$ cat src/rtl/instruction_fetch_pkg.sv
// Shared definitions for the MIPS IF stage: bubble encoding, default reset
// PC, fetch FSM state encoding and small PC arithmetic helpers.
package instruction_fetch_pkg;

  localparam logic [31:0] DEFAULT_RESET_PC  = 32'h0000_0000;
  // sll $0,$0,0 -- architecturally a no-op, used for pipeline bubbles
  localparam logic [31:0] DEFAULT_NOP_INSTR = 32'h0000_0000;
  localparam logic [31:0] INSTR_BYTES       = 32'h0000_0004;

  typedef enum logic [1:0] {
    FETCH_IDLE     = 2'd0,
    FETCH_REQ      = 2'd1,
    FETCH_BUF_FULL = 2'd2
  } fetch_state_e;

  // One fetched word together with the address it came from
  typedef struct packed {
    logic [31:0] pc;
    logic [31:0] instr;
  } fetch_word_t;

  // Sequential successor; wraps silently past 32'hFFFF_FFFC
  function automatic logic [31:0] next_seq_pc(input logic [31:0] pc);
    return pc + INSTR_BYTES;
  endfunction

  // Branch displacement: sign-extended word offset converted to bytes
  function automatic logic [31:0] branch_offset(input logic [15:0] imm);
    return {{14{imm[15]}}, imm, 2'b00};
  endfunction

endpackage

$ cat src/rtl/instruction_fetch_pc_target_gen.sv
// Redirect target calculation for the instruction currently in ID.
// Purely combinational; priority is register jump, then J/JAL, then branch.
module pc_target_gen
  import instruction_fetch_pkg::*;
(
  input  logic [31:0] pc_id,
  // Low 26 bits of instr_id: J index field, whose low half is the branch immediate
  input  logic [25:0] instr_field,
  input  logic [31:0] jr_pc,
  input  logic        jump_branch,
  input  logic        jump_target,
  input  logic        jump_reg,
  output logic [31:0] redirect_target,
  output logic        redirect_any
);

  logic [31:0] seq_pc;

  // Select the redirect target by jump-kind priority
  always_comb begin
    seq_pc       = next_seq_pc(pc_id);
    redirect_any = jump_branch | jump_target | jump_reg;
    if (jump_reg) begin
      redirect_target = jr_pc;
    end else if (jump_target) begin
      // J/JAL keep the region bits of the delay-slot address
      redirect_target = {seq_pc[31:28], instr_field, 2'b00};
    end else if (jump_branch) begin
      redirect_target = seq_pc + branch_offset(instr_field[15:0]);
    end else begin
      redirect_target = seq_pc;
    end
  end

endmodule

$ cat src/rtl/instruction_fetch.sv
// MIPS IF stage: issues fetch requests with a req/ready handshake, feeds the
// IF/ID register, absorbs a decode stall with a one-entry skid buffer and
// applies jump/branch redirects after the one-instruction delay slot.
module instruction_fetch
  import instruction_fetch_pkg::*;
#(
  parameter logic [31:0] RESET_PC  = DEFAULT_RESET_PC,
  parameter logic [31:0] NOP_INSTR = DEFAULT_NOP_INSTR
) (
  input  logic        clk,
  input  logic        rst_n,
  output logic        imem_req,
  output logic [31:0] imem_addr,
  input  logic [31:0] imem_rdata,
  input  logic        imem_ready,
  input  logic        stall,
  input  logic        jump_branch,
  input  logic        jump_target,
  input  logic        jump_reg,
  input  logic [31:0] jr_pc,
  output logic [31:0] pc_id,
  output logic [31:0] instr_id,
  output logic        instr_valid_id
);

  fetch_state_e state_q, state_d;
  logic         imem_req_q, imem_req_d;
  logic [31:0]  fetch_pc_q, fetch_pc_d;
  fetch_word_t  skid_q, skid_d;
  logic [31:0]  pc_id_q, pc_id_d;
  logic [31:0]  instr_id_q, instr_id_d;
  logic         valid_id_q, valid_id_d;
  logic         redir_pending_q, redir_pending_d;
  logic [31:0]  redir_pc_q, redir_pc_d;

  logic [31:0]  redirect_target;
  logic         redirect_any;
  logic         redirect_fire;
  logic         id_can_load;
  logic [31:0]  after_word_pc;

  pc_target_gen u_pc_target_gen (
    .pc_id           (pc_id_q),
    .instr_field     (instr_id_q[25:0]),
    .jr_pc           (jr_pc),
    .jump_branch     (jump_branch),
    .jump_target     (jump_target),
    .jump_reg        (jump_reg),
    .redirect_target (redirect_target),
    .redirect_any    (redirect_any)
  );

  // A redirect only counts when a real instruction leaves ID this cycle
  always_comb begin
    redirect_fire = valid_id_q & ~stall & redirect_any;
    id_can_load   = ~stall | ~valid_id_q;
  end

  // Fetch address to use once the outstanding word (the delay slot when redirecting) is accepted
  always_comb begin
    if (redirect_fire) begin
      after_word_pc = redirect_target;
    end else if (redir_pending_q) begin
      after_word_pc = redir_pc_q;
    end else begin
      after_word_pc = next_seq_pc(fetch_pc_q);
    end
  end

  // Fetch FSM next state, IF/ID register, skid buffer and deferred redirect
  always_comb begin
    state_d         = state_q;
    fetch_pc_d      = fetch_pc_q;
    skid_d          = skid_q;
    pc_id_d         = pc_id_q;
    instr_id_d      = instr_id_q;
    valid_id_d      = valid_id_q;
    redir_pending_d = redir_pending_q;
    redir_pc_d      = redir_pc_q;

    case (state_q)
      FETCH_IDLE: begin
        state_d = FETCH_REQ;
        if (id_can_load) begin
          valid_id_d = 1'b0;
          instr_id_d = NOP_INSTR;
        end else begin
          valid_id_d = valid_id_q;
        end
      end

      FETCH_REQ: begin
        if (imem_ready) begin
          // Word accepted: the deferred redirect (if any) is consumed here
          fetch_pc_d      = after_word_pc;
          redir_pending_d = 1'b0;
          if (id_can_load) begin
            pc_id_d    = fetch_pc_q;
            instr_id_d = imem_rdata;
            valid_id_d = 1'b1;
          end else begin
            // ID is stalled on a real instruction: park the word
            skid_d.pc    = fetch_pc_q;
            skid_d.instr = imem_rdata;
            state_d      = FETCH_BUF_FULL;
          end
        end else begin
          if (id_can_load) begin
            valid_id_d = 1'b0;
            instr_id_d = NOP_INSTR;
          end else begin
            valid_id_d = valid_id_q;
          end
          // Delay slot still outstanding: remember where to go after it
          if (redirect_fire) begin
            redir_pending_d = 1'b1;
            redir_pc_d      = redirect_target;
          end else begin
            redir_pending_d = redir_pending_q;
          end
        end
      end

      FETCH_BUF_FULL: begin
        if (!stall) begin
          pc_id_d    = skid_q.pc;
          instr_id_d = skid_q.instr;
          valid_id_d = 1'b1;
          state_d    = FETCH_REQ;
          // The skid word is the delay slot, so the target is fetched next
          if (redirect_fire) begin
            fetch_pc_d = redirect_target;
          end else begin
            fetch_pc_d = fetch_pc_q;
          end
        end else begin
          state_d = FETCH_BUF_FULL;
        end
      end

      default: begin
        state_d         = FETCH_IDLE;
        valid_id_d      = 1'b0;
        instr_id_d      = NOP_INSTR;
        redir_pending_d = 1'b0;
      end
    endcase

    imem_req_d = (state_d == FETCH_REQ);
  end

  // State and datapath registers; reset abandons any in-flight request
  always_ff @(posedge clk or negedge rst_n) begin
    if (!rst_n) begin
      state_q         <= FETCH_IDLE;
      imem_req_q      <= 1'b0;
      fetch_pc_q      <= RESET_PC;
      skid_q          <= {32'h0000_0000, NOP_INSTR};
      pc_id_q         <= 32'h0000_0000;
      instr_id_q      <= NOP_INSTR;
      valid_id_q      <= 1'b0;
      redir_pending_q <= 1'b0;
      redir_pc_q      <= 32'h0000_0000;
    end else begin
      state_q         <= state_d;
      imem_req_q      <= imem_req_d;
      fetch_pc_q      <= fetch_pc_d;
      skid_q          <= skid_d;
      pc_id_q         <= pc_id_d;
      instr_id_q      <= instr_id_d;
      valid_id_q      <= valid_id_d;
      redir_pending_q <= redir_pending_d;
      redir_pc_q      <= redir_pc_d;
    end
  end

  assign imem_req       = imem_req_q;
  assign imem_addr      = fetch_pc_q;
  assign pc_id          = pc_id_q;
  assign instr_id       = instr_id_q;
  assign instr_valid_id = valid_id_q;

endmodule

$ cat config.mk
export PLATFORM = sky130hd
export DESIGN_NAME = instruction_fetch
export DESIGN_NICKNAME = d
export VERILOG_FILES = /design/src/rtl/instruction_fetch_pkg.sv /design/src/rtl/instruction_fetch_pc_target_gen.sv /design/src/rtl/instruction_fetch.sv
export SDC_FILE = /design/constraint.sdc
export NUM_CORES = 1
export LEC_CHECK = 0
export CORE_MARGIN = 2
export CORE_UTILIZATION = 50
export DETAILED_ROUTE_END_ITERATION = 8
export PLACE_DENSITY = 0.75
export SYNTH_ARGS = -nofsm -noshare
export SYNTH_HDL_FRONTEND = slang
export SYNTH_HIERARCHICAL = 1
export SYNTH_SLANG_ARGS = --single-unit
$ cat constraint.sdc
create_clock -name clk -period 4.1 [get_ports clk]
set_input_delay 0.82 -clock clk [delete_from_list [all_inputs] [get_ports clk]]
set_output_delay 0.82 -clock clk [all_outputs]
set_load 0.02 [all_outputs]
==> results of run 1 <==
==> what timing repair did <==
item | CTS | global route
gates resized for setup | 0 | 33
buffers inserted | 0 | 3
setup endpoints to repair | 0 | 14
==> cell families after synthesis <==
| family | synth area share, % |
|---|---|
| compound gates | 21.2 |
| xor+xnor | 4.15 |
| fa+ha+maj | 4.46 |
| buf+inv | 3.64 |
| flops | 40.3 |
| mux | 6.66 |
| simple gates | 19.5 |
==> worst reg2reg max path, delay by kind of cell, from the launching register on <==
kind                     cells  cell delay [ns]
XOR/XNOR                     1             0.16
AND/OR/NAND/NOR              7             1.13
adder cells (fa/ha/maj)      2             0.60
flip-flops                   1             0.40
buffers and inverters        1             0.15
AO/OA/AOI/OAI                7             1.43
==> report_power, final <==
group | internal, mW | switching, mW
clock | 0.863 | 0.940
combinational | 2.44 | 3.22
sequential | 2.75 | 0.857
==> synth_stat cells (28+ instances only) <==
| library cell | count | share of area, % |
|---|---|---|
| a21oi_1 | 63 | 2.6 |
| ha_1 | 42 | 4.3 |
| nand3_1 | 45 | 1.8 |
| a22oi_1 | 43 | 2.6 |
| o2bb2ai_1 | 32 | 2.3 |
| o21ai_0 | 95 | 3.9 |
| xnor2_1 | 28 | 2.0 |
| nand2_1 | 314 | 9.6 |
| xor2_1 | 28 | 2.0 |
| dfrtp_1 | 197 | 40 |
| nor2_1 | 70 | 2.2 |
| clkbuf_1 | 55 | 1.7 |
| mux2i_1 | 43 | 3.5 |
| mux2_2 | 34 | 3.1 |
==> metrics by stage <==
step / std cells / hold slack, ns / worst slack, ns
finish: 1921 / 0.410 / 0.126
global route: 1921 / 0.465 / -0.0587
CTS: 1918 / 0.450 / 0.0230
detailed placement: 1886 / 0.463 / 0.0670
global placement: 1886 / 0.458 / 0.152
floorplan: 1391 / 0.446 / 0.120
==> how the worst max path moves through the flow <==
| stage | start | cells after the start | to | slack, ns |
|---|---|---|---|---|
| 4_1_cts | pc_id[3] | 18 | imem_addr[31] | 0.02 |
| 5_1_grt | pc_id[9] | 17 | imem_addr[31] | -0.06 |
| 6_report | pc_id[2] | 18 | imem_addr[31] | 0.13 |
| 3_5_place_dp | pc_id[3] | 18 | imem_addr[31] | 0.07 |
| 3_3_place_gp | pc_id[3] | 18 | imem_addr[24] | 0.15 |
| 2_1_floorplan | pc_id[8] | 19 | imem_addr[31] | 0.12 |
==> cell type report <==
type / instances / area share (%)
clock buffer: 17 / 2.75
clock inverter: 15 / 1.42
inverter: 13 / 0.315
multi-input combinational: 1092 / 45.4
sequential: 197 / 31.9
tap: 324 / 2.62
timing repair buffer: 263 / 15.6
==> per-layer routing <==
| metal | vias to the layer above | routed length (um) | global-route usage (%) |
|---|---|---|---|
| met1 | 5809 | 17800 | 44.6 |
| li1 | 5402 | - | - |
| met3 | 62 | 2720 | 4.42 |
| met4 | 0 | 801 | 6.84 |
| met5 | - | 0 | 0 |
| met2 | 523 | 19200 | 51.4 |
==> sequential cells by signal, summed over array words and instances, names as in the netlist <==
signal	count
state_q	2
instr_id	32
imem_req	1
instr_valid_id	1
imem_addr	32
pc_id	32
skid_q	64
redir_pending_q	1
redir_pc_q	32
==> results.md, run 1 <==
- Power Total: 11.1 mW
- Largest net degree at the start of global routing: 91
- Most used cells in the layout excluding fill and tap cells: nand2_1, dfrtp_1, clkdlybuf4s50_1, buf_4, o21ai_0
- Fin util: 64.0%
- Cell count of the worst reg-to-reg path: 18
- Placed wire-length estimate: 29,500 um
- Filler cells: 2,030
- Max Cap Viol: 0
- Clk_lat worst skew: 0.46 ns
- Maximum clock insertion buffer count: 2
- CP delay by family, top: compound AO/OA/AOI/OAI gates
- Final Max Slew Viols: 0
- Gpl congestion: 0.932
- Wire length per cell: 21.1 um
- Asr flop ratio synth: 100%
- CP Buf/Inv Count: 1
- Setup Skew: 0.0182 ns
- Routed WL: 40,600 um
- Synth Flop Type: dfrtp_1
- Routed vias: 11.8k
- Relative slew margins: 42.5%
- Die Span Y: 160 um
- # DRC: 0
- FP Rows: 57
- Sum Neg Setup Slack: 0 ns
- Post-synthesis sequential area ratio: 40.3%
- RR Startpoint: pc_id[2]
- Power per standard cell area: 715 mW/mm^2
- Die footprint: 0.0257 sq mm
- Ports: 169
- Gr ovfl total: 0
- Worst VDD drop: 0.354 mV
- Layout cell share with drive strength beyond 1: 14.0%
- Post-Synthesis Cells: 1,391
- GRT Overall Usage: 31.4%
- Status: finished, final reports clean
- Arr. time, crit path: 4.31 ns
- Htree depth: 4
- CTS tree: yes
- Worst Setup End Kind: register
- HP Class: in2async
- Initial Utilization: 50.5%
- Endpoints failing setup: 0
- Num CTS Buffers: 17
- Drt pass-1 iters: 8
- Area of the multi-input gates: 0.00703 sq mm
- Cell repeated most along the worst path: ha_2
- Clk slew on worst S/H paths: 0.09 ns
- RSZ-0062 raised after global routing: true
- Die width: 160 um
- CTS root buf: clkbuf_16
- Worst-Margin Slew: 0.860 ns
- Layout net count: 1,698
- Critical path, cell by cell: ha_2 > and2_1 > buf_4 > nand3_1 > xnor2_1 > ha_2 > o211ai_1 > a21oi_1 > a211o_1 > o2111ai_4 > a2111oi_4 > or2_2 > o221ai_1 > a32o_1 > nand2_1 > nand4_1 > or3_1 > and3_1
- Number of synthesized register bits: 197
- FF-to-FF End: imem_addr[31]
- Slowest-stage cell, CP: a2111oi_4
- ANT cells: 0
- Post-synth EDFFs: 0
- Most common cell after layout, fill and taps aside: nand2_1
- I/O Buffers: 168
- Initial antenna violation count: 0
- Vias/cell: 6.14
- Startpoint types: register
- Worst Setup Path Type: reg2reg
- Post-route minimum period: 3.97 ns
- CP required: 4.44 ns
- Mapped Area: 0.0122 sq mm
- ANT nets after route: 0
- Hold Fails Final Rpt: 0
- Crit path largest cell delay: 0.46 ns
- Core area: 0.0242 sq mm
- Synthesized net count: 1,505
- # hold bufs at CTS: 0
- Fin crit share: 96.9%
- Flop2flop setup slack: 0.13 ns
- Register area: 0.00493 sq mm
- Area after DPL: 0.0147 sq mm
- Leak: 6.83 nW
- YS warnings: 6
- Area Overhead vs Synth: 26.6%
- First-pass GRT wire length: 63,700 um
- Fmax: 252 MHz
- Initial DRC Count: 1,139
- Final Cell Area: 0.0155 sq mm
- Mapped Avg Cell Area: 8.79 sq um
- Post-synthesis cell type count: 81
- Vias in the first global route: 11.2k
- Largest fanout on the critical path: 4
- Clock sinks: 197
Power figures use the tool's default switching activity.
==> run 2, diff against run 1 <==
Settings changed: DONT_BUFFER_PORTS set to 1, PLACE_DENSITY 0.75 to 0.66.
==> results.md, run 2 (synthesized netlist as in run 1, its figures left out) <==
- Critical path, cell by cell: ha_1 > nand2_1 > nor2_1 > nand4_1 > xnor2_2 > ha_1 > a21o_1 > a21o_1 > a21o_1 > a211oi_1 > o211a_1 > o221ai_1 > a32o_1 > nand2_1 > nand4_1 > or3_1 > and3_1
- Core area: 0.0242 sq mm (unchanged)
- Combinational fraction of design power: 44.1% (-7.1 points)
- FP Rows: 57 (unchanged)
- Most used cells in the layout excluding fill and tap cells: nand2_1, dfrtp_1, o21ai_0, buf_4, nor2_1
- Largest net degree at the start of global routing: 198 (+120%)
- Routed vias: 11.0k (-6.9%)
- Die footprint: 0.0257 sq mm (unchanged)
- Fin crit share: 96.7% (-0.22 points)
- Initial Utilization: 50.5% (unchanged)
- RSZ-0062 raised after global routing: true
- Vias/cell: 6.30 (+2.6%)
- I/O Buffers: 0 (-100%)
- HP Class: in2async
- Max reg flops: 64 (unchanged)
- Flop2flop setup slack: 0.14 ns (about the same)
- Drt pass-1 iters: 5 (-3)
- Htree depth: 4 (unchanged)
- GRT Overall Usage: 30.3% (-1.1 points)
- NetSw: 4.75 mW (-5.5%)
- Crit path largest cell delay: 0.40 ns (-0.06 ns)
- Area Overhead vs Synth: 11.7%
- CP required: 4.43 ns (about the same)
- Clock power share: 16.9% (+0.6 points)
- Sw Ratio: 47.0% (+1.7 points)
- Routed WL: 39,300 um (-3.3%)
- ANT nets after route: 0 (unchanged)
- Cell repeated most along the worst path: a21o_1
- CP Launch Point: pc_id[2]
- First-pass GRT wire length: 60,900 um (-4.3%)
- RR Startpoint: pc_id[2]
- Die Span Y: 160 um (unchanged)
- Endpoints failing setup: 0 (unchanged)
- Relative slew margins: 38.4% (-4.1 points)
- Gpl congestion: 0.946 (+1.5%)
- Area after DPL: 0.0129 sq mm (-12%)
- DP Cell Count: 1,705 (-9.6%)
- Clock sinks: 197 (unchanged)
- Gr ovfl total: 0 (unchanged)
- # hold bufs at CTS: 0 (unchanged)
- Internal power: 5.35 mW (-12%)
- Layout net count: 1,520 (-10%)
- Layout cell share with drive strength beyond 1: 14.6% (+0.62 points)
- Power Total: 10.1 mW (-8.8%)
- Vias in the first global route: 10.3k (-7.8%)
- Startpoint types: register
- Clk_lat worst skew: 0.45 ns (about the same)
- Post-route minimum period: 3.96 ns (-0.00882 ns)
- Reg power frac: 39.0% (+6.5 points)
- Non-Filler Instances: 1,743 (-9.3%)
- CP Buf/Inv Count: 0 (-1)
- Setup Skew: 0.0196 ns (+0.00143 ns)
- Wire length per cell: 22.5 um (+6.6%)
- CTS tree: yes
- Ports: 169 (unchanged)
- Hold Fails Final Rpt: 0 (unchanged)
- Worst Setup End Kind: register
- Final Max Slew Viols: 0 (unchanged)
- Placed wire-length estimate: 27,900 um (-5.4%)
- Status: finished, final reports clean
- # DRC: 0 (unchanged)
- CP delay by family, top: compound AO/OA/AOI/OAI gates
- Worst VDD drop: 0.278 mV (-21%)
- ANT cells: 0 (unchanged)
- Largest fanout on the critical path: 5 (+1)
- Die width: 160 um (unchanged)
- Largest Register: skid_q
- CTS root buf: clkbuf_16
- Arr. time, crit path: 4.30 ns (about the same)
- Maximum clock insertion buffer count: 2 (unchanged)
- Slowest-stage cell, CP: dfrtp_1
- Num CTS Buffers: 17 (unchanged)
- Clk slew on worst S/H paths: 0.08 ns (about the same)
- Power per standard cell area: 740 mW/mm^2 (+3.4%)
- Initial antenna violation count: 0 (unchanged)
- Fin util: 56.5% (-7.5 points)
- Leak: 6.11 nW (-10%)
- Fmax: 252 MHz (+0.22%)
- Max Cap Viol: 0 (unchanged)
- Final Cell Area: 0.0136 sq mm (-12%)
- Most common cell after layout, fill and taps aside: nand2_1
- Worst-Margin Slew: 0.923 ns (+0.0632 ns)
- Initial DRC Count: 1,317 (+16%)
- Worst Setup Path Type: reg2reg
[run 2: area by class of cell]
| cell class | instances | area [sq um] |
|---|---|---|
| Clock buffer | 18 | 439 |
| Clock inverter | 14 | 150 |
| Fill cell | 2179 | 10500 |
| Inverter | 13 | 48.8 |
| Multi-Input combinational cell | 1092 | 7040 |
| Sequential cell | 197 | 4930 |
| Tap cell | 324 | 405 |
| Timing Repair Buffer | 85 | 638 |
[run 2: repair_timing]
action | CTS | global route
gates resized for setup | 0 | 26
setup endpoints to repair | 0 | 7
setup buffers | 0 | 6
[run 2: through the flow]
step	hold slack (ns)	TNS [ns]	worst slack (ns)
2_1_floorplan	0.446	0	0.120
3_3_place_gp	0.458	0	0.155
3_5_place_dp	0.463	0	0.0176
4_1_cts	0.0497	0	0.00797
5_1_grt	0.0386	-0.0566	-0.0566
6_report	0.0620	0	0.135
[run 2: worst paths after layout]
kind	cells after the start	to
min	0	instr_id[26]
min reg2reg	2	skid_q[50]
max reg2reg	17	imem_addr[31]
min in group clk	2	skid_q[27]
max in group asynchronous	0	imem_addr[15]
max	17	imem_addr[31]
[run 2: power by group through the flow]
stage | Combinational (mW) | Clock, mW | Sequential [mW]
floorplan | 2.88 | 0 | 3.85
global placement | 4.22 | 0 | 3.93
detailed placement | 4.26 | 0 | 3.97
CTS | 4.28 | 1.72 | 3.93
global route | 4.89 | 1.81 | 4.06
finish | 4.45 | 1.71 | 3.94
[run 2: metal layers]
| metal | GRT usage [%] | vias to the layer above | part of all wire [%] |
|---|---|---|---|
| li1 | - | 5042 | - |
| met1 | 42.5 | 5409 | 43 |
| met2 | 48.0 | 463 | 46 |
| met5 | 0 | - | 0 |
| met3 | 6.17 | 66 | 8.2 |
| met4 | 8.48 | 0 | 2.7 |
[run 2: worst reg2reg max path: stages, from the launching register on]
cell and delay [ns]:
dfrtp_1 0.40, ha_1 0.22, nand2_1 0.15, nor2_1 0.24, nand4_1 0.23, xnor2_2 0.22
ha_1 0.31, a21o_1 0.16, a21o_1 0.16, a21o_1 0.23, a211oi_1 0.30, o211a_1 0.17
o221ai_1 0.10, a32o_1 0.27, nand2_1 0.11, nand4_1 0.10, or3_1 0.32, and3_1 0.18
==> run 3, diff against run 2 <==
Settings changed: PLACE_DENSITY 0.66 to 0.63.
Clock period 4.1 ns to 4.8 ns, I/O delays scaled along.
==> results.md, run 3 (synthesized netlist as in run 1, its figures left out) <==
- Status: finished, final reports clean
- Cell count of the worst reg-to-reg path: 17 (unchanged)
- Die width: 160 um (unchanged)
- Setup Skew: 0.0198 ns (+0.000212 ns)
- Relative slew margins: 20.0% (-18 points)
- Routed WL: 38,600 um (-1.6%)
- Initial antenna violation count: 0 (unchanged)
- Clk slew on worst S/H paths: 0.08 ns (about the same)
- CP delay by family, top: simple AND/OR/NAND/NOR gates
- NetSw: 3.97 mW (-16%)
- # hold bufs at CTS: 0 (unchanged)
- Area after DPL: 0.0125 sq mm (-2.6%)
- DP Cell Count: 1,660 (-2.6%)
- Routed vias: 10.6k (-3.5%)
- Most common cell after layout, fill and taps aside: nand2_1
- CTS tree: yes
- Endpoints failing setup: 0 (unchanged)
- Area Overhead vs Synth: 7.66%
- GRT Overall Usage: 30.3% (about the same)
- Startpoint types: register
- Htree depth: 4 (unchanged)
- CTS root buf: clkbuf_16
- Layout net count: 1,469 (-3.4%)
- Layout cell share with drive strength beyond 1: 10.2% (-4.4 points)
- Internal power: 4.41 mW (-18%)
- Setup crit end: imem_addr[31]
- Non-Filler Instances: 1,692 (-2.9%)
- ANT nets after route: 0 (unchanged)
- I/O Buffers: 0 (unchanged)
- Worst-Margin Slew: 1.19 ns (+0.267 ns)
- Core area: 0.0242 sq mm (unchanged)
- CP Buf/Inv Count: 0 (unchanged)
- Sum Neg Setup Slack: 0 ns (unchanged)
- Power per standard cell area: 637 mW/mm^2 (-14%)
- Sw Ratio: 47.4% (+0.38 points)
- Clock sinks: 197 (unchanged)
- DP Worst Slack: 0.336 ns (+0.318 ns)
- HP Class: in2async
- Post-route minimum period: 4.43 ns (+0.460 ns)
- Most used cells in the layout excluding fill and tap cells: nand2_1, dfrtp_1, o21ai_0, nor2_1, a21oi_1
- Clock power share: 18.2% (+1.3 points)
- Clk_lat worst skew: 0.45 ns (about the same)
- Largest fanout on the critical path: 6 (+1)
- Fmax: 226 MHz (-10%)
- CP required: 5.14 ns (+0.71 ns)
- Fin crit share: 92.2% (-4.5 points)
- # DRC: 0 (unchanged)
- Final Cell Area: 0.0132 sq mm (-3.6%)
- Combinational fraction of design power: 40.2% (-3.9 points)
- PostCTS Resize Cnt: 0 (unchanged)
- Initial Utilization: 50.5% (unchanged)
- Worst Setup Path Type: reg2reg
- Filler cells: 2,185 (+0.28%)
- Ports: 169 (unchanged)
- Max Cap Viol: 0 (unchanged)
- Vias/cell: 6.26 (-0.60%)
- Worst Setup End Kind: register
- Final Max Slew Viols: 0 (unchanged)
- RR Startpoint: pc_id[3]
- ANT cells: 0 (unchanged)
- Wire length per cell: 22.8 um (+1.4%)
- Num CTS Buffers: 17 (unchanged)
- Max reg flops: 64 (unchanged)
- Gr ovfl total: 0 (unchanged)
- First-pass GRT wire length: 60,700 um (-0.41%)
- Gpl congestion: 0.963 (+1.9%)
- Hold Fails Final Rpt: 0 (unchanged)
- Reg power frac: 41.7% (+2.7 points)
- Flop2flop setup slack: 0.37 ns (+0.24 ns)
- Largest net degree at the start of global routing: 198 (unchanged)
- Vias in the first global route: 10.3k (+0.35%)
- Slowest-stage cell, CP: dfrtp_1
- Crit. path cell count: 17 (unchanged)
- Initial DRC Count: 1,013 (-23%)
- Worst VDD drop: 0.285 mV (+2.4%)
- Critical path, cell by cell: ha_1 > and2_1 > nor3b_2 > nand2_1 > xnor2_1 > ha_1 > a21o_1 > o21bai_1 > nor3_1 > a2111oi_2 > o21ai_0 > o221ai_1 > a32o_1 > nand2_1 > nand4_1 > or3_1 > and3_1
- Arr. time, crit path: 4.76 ns (+0.46 ns)
- Largest Register: skid_q
- FF-to-FF End: imem_addr[31]
- Die footprint: 0.0257 sq mm (unchanged)
- CP Launch Point: pc_id[3]
- Drt pass-1 iters: 5 (unchanged)
- FP Rows: 57 (unchanged)
- Post-CTS Setup Bufs: 0 (unchanged)
- Leak: 5.82 nW (-4.8%)
- Setup WS post-layout: 0.375 ns (+0.240 ns)
- Placed wire-length estimate: 27,500 um (-1.6%)
- RSZ-0062 raised after global routing: false
- Maximum clock insertion buffer count: 2 (unchanged)
- Die Span Y: 160 um (unchanged)
- Crit path largest cell delay: 0.54 ns (+0.14 ns)
run 3: changes by cell type in the layout (fill, tap and decap cells not counted), sizes merged:
cell,change
buf,-51
clkinv,+2
bufinv,+1
inv,-3
run 3: power by group through the flow:
stage | Clock [mW] | Sequential, mW | Combinational, mW
final | 1.52 | 3.49 | 3.36
after global placement | 0 | 3.48 | 3.27
after CTS | 1.54 | 3.48 | 3.33
after floorplan | 0 | 3.28 | 2.46
after detailed placement | 0 | 3.52 | 3.30
after global routing | 1.62 | 3.58 | 3.74
run 3: worst min-delay path by stage:
stage | endpoint | depth (start not counted) | from
finish | instr_id[26] | 0 | rst_n
detailed placement | skid_q[58] | 2 | skid_q[58]
global placement | skid_q[44] | 2 | skid_q[44]
floorplan | skid_q[42] | 2 | skid_q[42]
CTS | skid_q[26] | 0 | rst_n
global route | instr_id[26] | 0 | rst_n
run 3: cell type report:
cell class	instances	area, sq um	share of cell area [%]
well taps	324	405	3.08
clock buffers	18	439	3.34
flip-flops and latches	197	4930	37.5
clock inverters	14	183	1.39
multi-input cells	1092	6890	52.4
inverters	13	48.8	0.371
repair buffers	34	255	1.94
run 3: metal layers:
metal	routed length, um	up-vias	track usage [%]
met5	0	-	0
met4	890	0	8.68
met3	2570	52	6.20
met2	18000	364	48.2
met1	17200	5224	42.1
li1	-	4955	-
run 3: metrics by stage:
| step | utilization, % | power, mW | hold slack, ns |
|---|---|---|---|
| after global routing | 54.4 | 8.94 | 0.181 |
| final | 54.4 | 8.37 | 0.196 |
| after detailed placement | 51.8 | 6.82 | 0.463 |
| after floorplan | - | 5.74 | 0.446 |
| after global placement | 51.8 | 6.75 | 0.458 |
| after CTS | 54.4 | 8.35 | 0.182 |
run 3: worst reg2reg max path, stage by stage, from the launching register on:
cell and delay (ns):
dfrtp_1 0.54, ha_1 0.28, and2_1 0.28, nor3b_2 0.29, nand2_1 0.10, xnor2_1 0.28
ha_1 0.36, a21o_1 0.22, o21bai_1 0.17, nor3_1 0.30, a2111oi_2 0.15, o21ai_0 0.26
o221ai_1 0.14, a32o_1 0.26, nand2_1 0.10, nand4_1 0.09, or3_1 0.32, and3_1 0.18
